`src/rtl/vscale_md_issue.sv`:
```
// vscale_md_issue: issue/writeback controller for the mul/div unit.
// One op in flight; result held until writeback accepts it.
module vscale_md_issue #(
    parameter int OP_WIDTH = 2
) (
    input  logic                clk,
    input  logic                reset,
    input  logic                issue_valid,
    output logic                issue_ready,
    input  logic [OP_WIDTH-1:0] issue_op,
    input  logic                issue_in_1_signed,
    input  logic                issue_in_2_signed,
    input  logic                issue_out_sel,
    input  logic [2:0]          issue_rm,
    input  logic [31:0]         issue_in_1,
    input  logic [31:0]         issue_in_2,
    input  logic [4:0]          issue_rd,
    input  logic                issue_fp,
    input  logic                kill,
    output logic                md_req_valid,
    input  logic                md_req_ready,
    output logic [OP_WIDTH-1:0] md_req_op,
    output logic [2:0]          md_req_rm,
    output logic                md_req_in_1_signed,
    output logic                md_req_in_2_signed,
    output logic                md_req_out_sel,
    output logic [31:0]         md_req_in_1,
    output logic [31:0]         md_req_in_2,
    input  logic                md_resp_valid,
    input  logic [31:0]         md_resp_result,
    output logic                wb_valid,
    input  logic                wb_ready,
    output logic [4:0]          wb_rd,
    output logic                wb_fp,
    output logic [31:0]         wb_data,
    input  logic [4:0]          chk_rs1,
    input  logic [4:0]          chk_rs2,
    input  logic                chk_fp,
    output logic                hazard,
    output logic                busy
);

    typedef enum logic [2:0] {
        S_IDLE,
        S_REQ,
        S_WAIT,
        S_HOLD,
        S_DRAIN
    } state_t;

    state_t state, state_nx;
    logic   accept;
    logic   capture;
    logic   [4:0] rd_q;
    logic   fp_q;
    logic   pending;

    always_comb begin
        state_nx    = state;
        capture     = 1'b0;
        issue_ready = (state == S_IDLE) || ((state == S_HOLD) && wb_ready);
        accept      = issue_valid && issue_ready && !kill;
        unique case (state)
            S_IDLE: begin
                if (accept) state_nx = S_REQ;
            end
            S_REQ: begin
                // once the unit has taken the request, a kill must wait it out
                if (kill && md_req_ready) state_nx = S_DRAIN;
                else if (kill)            state_nx = S_IDLE;
                else if (md_req_ready)    state_nx = S_WAIT;
            end
            S_WAIT: begin
                if (kill && md_resp_valid) state_nx = S_IDLE;
                else if (kill)             state_nx = S_DRAIN;
                else if (md_resp_valid) begin
                    state_nx = S_HOLD;
                    capture  = 1'b1;
                end
            end
            S_HOLD: begin
                if (kill)          state_nx = S_IDLE;
                else if (wb_ready) state_nx = accept ? S_REQ : S_IDLE;
            end
            S_DRAIN: begin
                if (md_resp_valid) state_nx = S_IDLE;
            end
            default: state_nx = S_IDLE;
        endcase
    end

    always_ff @(posedge clk or negedge reset) begin
        if (!reset) begin
            state              <= S_IDLE;
            md_req_op          <= '0;
            md_req_rm          <= '0;
            md_req_in_1_signed <= 1'b0;
            md_req_in_2_signed <= 1'b0;
            md_req_out_sel     <= 1'b0;
            md_req_in_1        <= '0;
            md_req_in_2        <= '0;
            rd_q               <= '0;
            fp_q               <= 1'b0;
            wb_data            <= '0;
        end else begin
            state <= state_nx;
            if (accept) begin
                md_req_op          <= issue_op;
                md_req_rm          <= issue_rm;
                md_req_in_1_signed <= issue_in_1_signed;
                md_req_in_2_signed <= issue_in_2_signed;
                md_req_out_sel     <= issue_out_sel;
                md_req_in_1        <= issue_in_1;
                md_req_in_2        <= issue_in_2;
                rd_q               <= issue_rd;
                fp_q               <= issue_fp;
            end
            if (capture) wb_data <= md_resp_result;
        end
    end

    assign md_req_valid = (state == S_REQ);
    assign wb_valid     = (state == S_HOLD);
    assign busy         = (state != S_IDLE);
    assign wb_rd        = rd_q;
    assign wb_fp        = fp_q;

    // integer x0 is hardwired, so it never carries a dependency
    assign pending = (state == S_REQ) || (state == S_WAIT) || (state == S_HOLD);
    assign hazard  = pending && (chk_fp == fp_q)
                   && ((chk_rs1 == rd_q) || (chk_rs2 == rd_q))
                   && (fp_q || (rd_q != 5'd0));

endmodule

```
`config.mk`:
```
export PLATFORM = sky130hd
export DESIGN_NAME = vscale_md_issue
export DESIGN_NICKNAME = d
export VERILOG_FILES = /design/src/rtl/vscale_md_issue.sv
export SDC_FILE = /design/constraint.sdc
export NUM_CORES = 1
export LEC_CHECK = 0
export BUFFER_PORTS_ARGS = -buffer_cell sky130_fd_sc_hd__buf_4
export CORE_ASPECT_RATIO = 1.5
export CORE_MARGIN = 3
export CORE_UTILIZATION = 40
export DETAILED_ROUTE_END_ITERATION = 7
export PLACE_DENSITY_LB_ADDON = 0.08
export SKIP_LAST_GASP = 1
export SLEW_MARGIN = 20
export SYNTH_ARGS = -nofsm -noshare
export SYNTH_HDL_FRONTEND = slang
export SYNTH_SLANG_ARGS = --single-unit
```
`constraint.sdc`:
```
create_clock -name clk -period 3.7 [get_ports clk]
set_clock_uncertainty 0.1 [all_clocks]
set_input_delay 0.925 -clock clk [delete_from_list [all_inputs] [get_ports clk]]
set_output_delay 0.925 -clock clk [all_outputs]
set_load 0.01 [all_outputs]
```
==> out/qor.csv <==
stage,metric,value,unit
synthesis,yosys.area.top_type,dfrtp_1,
global_routing,grt_usage,0.186,
drt,num_vias,3240,
clock_tree,numCtsBuffers,17,
place,hpwl,8910,µm
timing,fin_crit_sh,0.864,
worst_setup_path,cpMostUsedCell,buf_4,
timing,hold_viol,0,
power_and_ir_drop,ir_drop,369,µV
drt,drcViolationCount,0,
global_routing,grt_pass1_vias,3538,
drt,ant_nets,0,
outcome,outcome,"complete, no violations",
synthesis,synthArstFlopShare,1.00,
global_routing,grt_max_degree,61,
timing,setup_viol,0,
synthesis,synth-seq-area-share,0.624,
finish,drive_above_1_share,0.711,
worst_setup_path,worstPathMaxFanout,1,
worst_setup_path,cp.depth,6,
synthesis,syn-cell-area,4530,µm²
place,numPlacedInstances,662,
power_and_ir_drop,leakagePower,3.54,nW
floorplan,dieArea,12700,µm²
finish,antenna_cells,0,
worst_setup_path,crit_slowest_cell,a2111oi_0,
timing,rsz0062_at_grt,no,
worst_setup_path,worst_r2r_path_depth,4,
floorplan,initial_utilization,0.410,
worst_setup_path,critPathTopFamily,compound AO/OA/AOI/OAI gates,
clock_tree,cts.sinks,113,
synthesis,synthFlopType,dfrtp_1,
worst_setup_path,reg2reg_slack,1.27,ns
clock_tree,cts_hold_buffers,0,
drt,drt_iter0_markers,40,
synthesis,avgSynthCellArea,16.0,µm²
synthesis,synthCells,283,
drt,via_per_inst,4.68,
finish,fillers,914,
synthesis,ys_seq_elements,113,
clock_tree,clock_latency,0.40,ns
timing,fmax,313,MHz
worst_setup_path,crit_buf_inv,2,
worst_setup_path,r2r_end,md_req_in_1[11],
floorplan,die_h,136,µm
global_routing,grt_first_pass_wirelength,17800,µm
timing,slew_headroom,0.481,
worst_setup_path,endpoint,hazard,
clock_tree,cts_resized,0,
synthesis,synth_edf_count,0,
worst_setup_path,r2r-start,state[0],
synthesis,syn_nets,411,
finish,mostFrequentLayoutCell,buf_4,
drt,wl_per_cell,17.1,µm
finish,fin_cells,693,
clock_tree,path_clk_slew,0.05,ns
floorplan,die_w,92.9,µm
worst_setup_path,cp-end-kind,output port,
timing,worstMarginPinSlew,0.778,ns
worst_setup_path,crit_type,in -> out,
min_path,hold_class,reg -> reg,
synthesis,yosysTopAreaCellShare,0.624,
clock_tree,cts_htree_levels,4,
timing,finalSetupTns,0,ns
global_routing,antenna_found_initial,0,
finish,synthToLayoutAreaGrowth,56.5,%
clock_tree,postCtsSetupRepairBufs,0,
finish,layout_common_cells,"245 x buf_4, 113 x dfrtp_1, 89 x mux2_2, 20 x mux2_4, 17 x clkbuf_16",
timing,drv_slew,0,
run,cap_violations,0,
finish,final_nets,662,
synthesis,netlist_top_cells_area,"dfrtp_1 62%, mux2_2 22%, mux2_4 6.6%, xor2_1 1.2%, buf_2 0.99%",
clock_tree,cts_tree,yes,
place,port_buffers,242,
worst_setup_path,crit_chain,buf_4 -> xor2_1 -> nor3_1 -> nand3_1 -> a2111oi_0 -> buf_4,
timing,min_period,3.20,ns
floorplan,io_pins,243,
floorplan,core-area,11100,µm²
power_and_ir_drop,power_density,706,nW/µm²
global_routing,grt.overflow.total,0,
clock_tree,clock_tree.buffer_depth,2,
worst_setup_path,critPathLaunch,chk_rs1[1],
drt,wl,11900,µm
drt,drt-pass1-iter-count,4,
worst_setup_path,cp-start-kind,primary input,
synthesis,yosysWarnings,0,
worst_setup_path,crit_arrival,2.17,ns
place,place_congestion,0.747,
clock_tree,cts_root_buffer,clkbuf_16,
floorplan,num_rows,47,
synthesis,yosys.cell_types.count,27,
worst_setup_path,cpPeakStageDelay,0.48,ns
worst_setup_path,worst_ep_required_time,2.67,ns
through the flow:
step | area (µm²) | power (mW) | hold slack (ns) | util | worst slack, ns
2_1_floorplan | 4530 | 2.56 | 0.429 | - | 0.655
3_3_place_gp | 6500 | 3.42 | 0.373 | 0.588 | 0.568
4_1_cts | 7080 | 5.08 | 0.407 | 0.641 | 0.512
5_1_grt | 7080 | 5.25 | 0.414 | 0.641 | 0.364
3_5_place_dp | 6500 | 3.47 | 0.394 | 0.588 | 0.514
6_report | 7080 | 5.00 | 0.402 | 0.641 | 0.503
cell type report:
cell class | instances | area, µm² | area share
multi-input cells | 153 | 1610 | 0.227
repair buffers | 247 | 1880 | 0.265
well taps | 147 | 184 | 0.0260
inverters | 2 | 7.51 | 0.00106
clock buffers | 21 | 470 | 0.0664
clock inverters | 10 | 110 | 0.0155
flip-flops and latches | 113 | 2830 | 0.399
routing by layer:
metal	GRT usage	share of wire	up-vias
met5	0	0	-
met4	0.0921	0.029	0
met3	0.0570	0.068	23
met2	0.330	0.56	143
met1	0.197	0.35	1577
li1	-	-	1497
logic make-up after synthesis:
logic type,after synthesis,share of synthesized area
flops,113,0.624
mux,112,0.295
simple gates,22,0.0246
buf+inv,17,0.0232
xor+xnor,10,0.0193
compound gates,9,0.0138
synthesized netlist by cell type, types with 2 or more instances:
master	n
a21oi_1	3
buf_2	9
buf_6	4
clkbuf_1	2
dfrtp_1	113
inv_1	2
mux2_2	89
mux2_4	20
mux2i_1	2
nand2_1	4
nand3_1	3
nor2_1	5
nor3_1	5
xnor2_1	4
xor2_1	6
flip-flops by register name, indices dropped and copies added (netlist names):
register,count
state,3
md_req_in_1,32
md_req_in_2_signed,1
md_req_in_1_signed,1
md_req_op,2
md_req_out_sel,1
md_req_rm,3
wb_data,32
wb_rd,5
md_req_in_2,32
wb_fp,1
worst min path at each step:
stage	start	end	slack, ns	depth (start not counted)
global placement	wb_data[6]	wb_data[6]	0.37	1
floorplan	wb_data[6]	wb_data[6]	0.43	1
finish	wb_data[6]	wb_data[6]	0.40	1
detailed placement	md_req_in_1[28]	md_req_in_1[28]	0.39	1
global route	md_req_in_1[28]	md_req_in_1[28]	0.41	1
CTS	md_req_in_1[13]	md_req_in_1[13]	0.41	1
worst reg2reg max path, cell delays in order, from the launching register on:
cell and delay, ns:
dfrtp_1 0.51, or2_1 0.31, a2111o_2 0.74, buf_12 0.33, mux2_2 0.33
power breakdown:
group / switching, mW / leakage (nW) / internal, mW
clock: 0.540 / 0.288 / 1.03
sequential: 0.239 / 1.37 / 1.64
combinational: 0.599 / 1.88 / 0.949
Power figures use the tool's default switching activity.
